<file path="src/rtl/decoder_n_scan.sv">
// Registered N-to-2^N one-hot decoder with enable, output polarity select and
// a prescaled round-robin auto-scan mode for strobe driving.
module decoder_n_scan #(
    parameter int N          = 2,
    parameter int ACTIVE_LOW = 0,
    parameter int DIV_WIDTH  = 16
) (
    input  logic                 clk,
    input  logic                 rst,
    input  logic                 en,
    input  logic                 mode,
    input  logic [N-1:0]         w,
    input  logic [DIV_WIDTH-1:0] div,
    output logic [2**N-1:0]      y,
    output logic [N-1:0]         idx,
    output logic                 tick
);

    localparam int W = 2**N;
    localparam logic [W-1:0] INACTIVE = (ACTIVE_LOW != 0) ? {W{1'b1}} : {W{1'b0}};

    logic [DIV_WIDTH-1:0] cnt;
    logic [DIV_WIDTH-1:0] cnt_next;
    logic [N-1:0]         idx_next;
    logic                 tick_next;
    logic [W-1:0]         onehot;
    logic [W-1:0]         y_next;

    always_comb begin
        cnt_next  = cnt;
        idx_next  = idx;
        tick_next = 1'b0;
        if (en) begin
            if (!mode) begin
                idx_next = w;
                cnt_next = '0;
            end else if (cnt >= div) begin
                // >= so a div lowered below the running count wraps at once
                cnt_next  = '0;
                idx_next  = idx + 1'b1;
                tick_next = 1'b1;
            end else begin
                cnt_next = cnt + 1'b1;
            end
        end
    end

    // y decodes the index being loaded on this edge, so it never lags idx
    always_comb begin
        onehot = {{(W-1){1'b0}}, 1'b1} << idx_next;
        y_next = INACTIVE;
        if (en) begin
            y_next = (ACTIVE_LOW != 0) ? ~onehot : onehot;
        end
    end

    always_ff @(posedge clk) begin
        if (rst) begin
            y    <= INACTIVE;
            idx  <= '0;
            tick <= 1'b0;
            cnt  <= '0;
        end else begin
            y    <= y_next;
            idx  <= idx_next;
            tick <= tick_next;
            cnt  <= cnt_next;
        end
    end

endmodule

</file>
<file path="config.mk">
export PLATFORM = sky130hd
export DESIGN_NAME = decoder_n_scan
export DESIGN_NICKNAME = d
export VERILOG_FILES = /design/src/rtl/decoder_n_scan.sv
export SDC_FILE = /design/constraint.sdc
export NUM_CORES = 1
export LEC_CHECK = 0
export BUFFER_PORTS_ARGS = -buffer_cell sky130_fd_sc_hd__buf_2
export CAP_MARGIN = 20
export CORE_UTILIZATION = 45
export DETAILED_ROUTE_END_ITERATION = 16
export GPL_TIMING_DRIVEN = 0
export PLACE_DENSITY = 0.75
export SYNTH_ARGS = -nofsm -noshare
export SYNTH_HDL_FRONTEND = slang
export SYNTH_SLANG_ARGS = --single-unit
</file>
<file path="constraint.sdc">
create_clock -name clk -period 2.1 [get_ports clk]
set_input_delay 0.21 -clock clk [delete_from_list [all_inputs] [get_ports clk]]
set_output_delay 0.21 -clock clk [all_outputs]
set_load 0.1 [all_outputs]
</file>
After elaboration in Yosys (flattened, before gate mapping)
Index checks and enable logic that the tools add are counted.

cells by class
  $add $sub $neg = 2
  mux-type cells = 6
  order comparisons = 1
  shifts and indexed selects = 1
  bitwise logic cells = 2
  reductions and logical operators = 2

operator list
  kind                                             count
  2-to-1 mux 16 bit                                2
  adder 16 x 1 -> 16 bit, second input constant    1
  >= comparator 16 bit                             1
  2-to-1 mux 2 bit                                 3
  left shift 1 x 2 -> 4 bit, first input constant  1
  OR reduction 3 bit                               1
  adder 2 x 1 -> 2 bit, second input constant      1
  NOT 1 bit                                        2
  OR reduction 2 bit                               1
  2-to-1 mux 1 bit                                 1

storage, ports and cells
  bits of input ports = 22
  output and inout bits = 7
  word-level logic and storage cells = 18
  register bits after elaboration = 23

Depth between registers and ports, before layout
  depth in word-level cells = 5
  mapped depth = 9
  depth with buffers taken out = 8

Worst setup path before layout
OpenSTA, ideal clock, no wires.

  kind = register to register
  start = reg cnt[0]
  end = reg idx[1]
  required time = 2.037 ns
  buffers on the path = 0
  cell stages (with the launch flop) = 9
  period minus slack after synthesis = 2.272 ns
  arrival = 2.209 ns
  setup time = 0.063 ns
  setup slack = -0.172 ns
  cells stage by stage = dfxtp_1 -> inv_1 -> ha_1 -> nand2b_1 -> a2111oi_1 -> nor3_2 -> nor3_4 -> mux2i_1 -> o221a_1

on the way
  word-level cells in the longest chain between the ends = 4

RTL lines
  what                      line  text
  start: declaration        22    logic [DIV_WIDTH-1:0] cnt;
  start signal: assignment  67    cnt <= cnt_next;
  >= comparator 16 bit      37    end else if (cnt >= div) begin
  2-to-1 mux 2 bit          37
  2-to-1 mux 2 bit          34    if (!mode) begin
  2-to-1 mux 2 bit          33    if (en) begin
  end signal: assignment    65    idx <= idx_next;
  end: declaration          15    output logic [N-1:0] idx,

Every way passes these cells.
A chain may end at the register's enable or synchronous reset.

Worst setup path in the final report
  start = reg cnt[13]
  end = reg idx[1]

Same word-level chain as after synthesis.

==> flow_summary.json <==
{
  "status": "finished with violations",
  "violations": "setup timing",
  "netlist_instances": 208,
  "hold_viol": 0,
  "clkSinkCount": 23,
  "synth_compound_area_share_pct": 24.4,
  "yosys.area_share.adder_pct": 12.9,
  "relSlewSlack_pct": 60.8,
  "drc": 0,
  "syn_nets": 247,
  "reg2reg_depth": 7,
  "synthSimpleGateAreaFrac_pct": 25.2,
  "drv_cap": 0,
  "hp-class": "input port to flop",
  "core_area_sq_um": 3420,
  "avgSynthCellArea_sq_um": 7.92,
  "pwr_density_cell_nw_per_um2": 384,
  "slowest_stage": "a2111o_1",
  "final_nets": 296,
  "area_delta_synth_final_pct": 35.3,
  "placed_cells": 281,
  "slowest_delay_ps": 470,
  "path_cells": "ha_4 > a21o_1 > a21o_1 > a2111o_1 > nor3_4 > mux2i_1 > o221a_1",
  "die_h_microns": 62.5,
  "rows": 21,
  "antenna_found_initial": 0,
  "power_leakage_nw": 1.01,
  "setup_viol": 21,
  "ys_dominant_reg_cell": "dfxtp_1",
  "cts-buffers-inserted": 3,
  "ctsHoldBuffers": 0,
  "holdPathStages": 3,
  "synth_top_family_by_area": "simple AND/OR/NAND/NOR gates",
  "skew_ps": 12.7,
  "initial_core_util_pct": 48.2,
  "max_freq_mhz": 447,
  "antennaDiodeCount": 0,
  "critPathCaptureType": "flop",
  "crit_top_cell": "a21o_1",
  "hold_path.startpoint": "w[1]",
  "period_needed_ps": 2240,
  "path_max_fanout": 6,
  "root_buffer": "clkbuf_4",
  "drt_wl_total_microns": 4090,
  "synth_edf_count": 0,
  "clk_latency_ps": 320,
  "critPathLaunchType": "flop",
  "reg2reg_to": "idx[1]",
  "synth.area.mux_share_pct": 1.22,
  "synth-seq-area-share_pct": 28.0,
  "layout-drive-gt1-share_pct": 35.9,
  "htree_num_levels": 1,
  "numPortBuffers": 27,
  "grt_use_total_pct": 20.9,
  "post-place-ws_ps": -264,
  "place.gp.congestion": 0.851,
  "async_flop_share_pct": 0,
  "ys_ff_latch": 23,
  "ant_nets": 0,
  "cp_data_required_time_ps": 2380,
  "critical_path_class": "flop to flop",
  "nFillCells": 282,
  "rrSetupSlack_ps": -140,
  "clkTransAtPathRegs_ps": 140,
  "reg2reg_from": "cnt[13]",
  "drt_iter0_markers": 118,
  "period_share_pct": 107,
  "synth-xor-area-share_pct": 1.06,
  "syn-cell-area_sq_um": 1650,
  "dp_hpwl_microns": 2690,
  "ios": 29,
  "dr.pass1.iters": 4,
  "cts_max_path_buffers": 2,
  "via_per_inst": 5.59,
  "ys_warn_count": 0,
  "rsz0062_at_grt": "true",
  "vias": 1687,
  "synth_cell_types": 46,
  "dieArea_sq_um": 3910,
  "grt_pass1_vias": 1507,
  "finalPower_mw": 0.854,
  "stdcell_count": 302,
  "min_to": "y[3]",
  "crit_arrival_ps": 2520,
  "cts_tree": "done",
  "wl_per_cell_microns": 13.6,
  "worstMarginPinSlew_ps": 586,
  "grt_max_degree": 14,
  "grt_pass1_wl_microns": 6670,
  "fp.dieW_microns": 62.5,
  "fin_ws_ps": -138,
  "grt-ovfl-total": 0,
  "slew_violations": 0,
  "vdd_drop_max_v": 0.000274,
  "final_util_pct": 65.2
}
-- critical path, delay by kind of cell, from the launching register on --
| family | cells | cell delay, ps |
|---|---|---|
| adder cells (fa/ha/maj) | 1 | 230 |
| flip-flops | 1 | 380 |
| AO/OA/AOI/OAI | 4 | 980 |
| AND/OR/NAND/NOR | 1 | 320 |
| multiplexers | 1 | 280 |
-- cell usage after synthesis, types with 4 or more instances --
library cell / count / area, sq um
nand3_1: 11 / 55.1
a21oi_1: 14 / 70.1
inv_1: 23 / 86.3
nand2_1: 21 / 78.8
nor2_1: 11 / 41.3
ha_1: 17 / 213
nor2b_1: 4 / 25.0
dfxtp_1: 23 / 460
nand2b_1: 7 / 43.8
o21ai_0: 10 / 50.1
clkbuf_1: 4 / 15.0
nor3_1: 5 / 25.0
a31oi_1: 8 / 50.1
-- power breakdown --
group | switching [mW] | leakage (nW) | internal (mW) | total, mW
Clock | 0.144 | 0.0177 | 0.0713 | 0.216
Sequential | 0.00700 | 0.193 | 0.438 | 0.445
Combinational | 0.121 | 0.804 | 0.0731 | 0.194
-- through the flow --
stage | hold slack [ps] | TNS, ps | instance area (sq um)
2_1_floorplan | 362 | -34.4 | 1700
3_3_place_gp | 471 | -3130 | 1890
3_5_place_dp | 475 | -3740 | 1890
4_1_cts | 165 | -1160 | 2050
5_1_grt | 205 | -3340 | 2230
6_report | 190 | -1460 | 2230
-- layer usage --
layer	routed length, microns	GRT usage [%]	share of wire [%]
met5	0	0	0
met4	60	7.85	1.5
met3	239	4.38	5.8
met2	1990	34.1	48
met1	1810	27.0	44
-- flip-flops by register name, summed over array words and instances, names as in the netlist --
signal and flops:
cnt 16, idx 2, tick 1, y 4
-- cell usage in the layout (no fill, tap or decap), types with 3 or more instances in the layout --
cell type	instances
buf_2	27
inv_1	22
nand2_1	21
buf_4	16
dfxtp_1	12
nand3_1	11
a21oi_1	11
ha_1	11
nor2_1	10
a31oi_1	7
nand2b_1	6
ha_4	6
dfxtp_2	6
nor3_1	5
o21ai_1	5
dfxtp_4	5
clkbuf_1	4
nor2b_1	4
nand4_1	3
a21o_1	3
o21a_1	3
a21oi_2	3
buf_6	3
a22o_1	3
o21ai_0	3
clkbuf_4	3
-- cell families after synthesis --
group / count (synthesis)
fa+ha+maj: 17
simple gates: 76
mux: 2
buf+inv: 29
xor+xnor: 2
flops: 23
compound gates: 59
-- what timing repair did --
| item | 4_1_cts | 5_1_grt |
|---|---|---|
| endpoints found under the setup margin | 22 | 22 |
| gates cloned | 1 | 0 |
| buffers inserted | 10 | 7 |
| resized for setup | 24 | 25 |
| pin swaps | 15 | 8 |
-- worst max-delay path by stage --
stage | endpoint | from | depth (start not counted) | slack [ps]
global route | cnt[5] | cnt[5] | 8 | -220
detailed placement | idx[1] | cnt[12] | 7 | -260
floorplan | idx[1] | cnt[13] | 7 | -30
global placement | cnt[5] | cnt[12] | 8 | -230
finish | idx[1] | cnt[13] | 7 | -140
CTS | cnt[9] | cnt[13] | 8 | -110
-- area by class of cell --
type	count	area, sq um	share of cell area (%)
Tap cell	46	57.6	2.58
Inverter	23	88.8	3.99
Multi-Input combinational cell	156	1260	56.7
Clock buffer	3	22.5	1.01
Sequential cell	23	487	21.9
Clock inverter	1	5.00	0.225
Timing Repair Buffer	44	267	12.0
Buffer	6	37.5	1.69
Power figures use the tool's default switching activity.
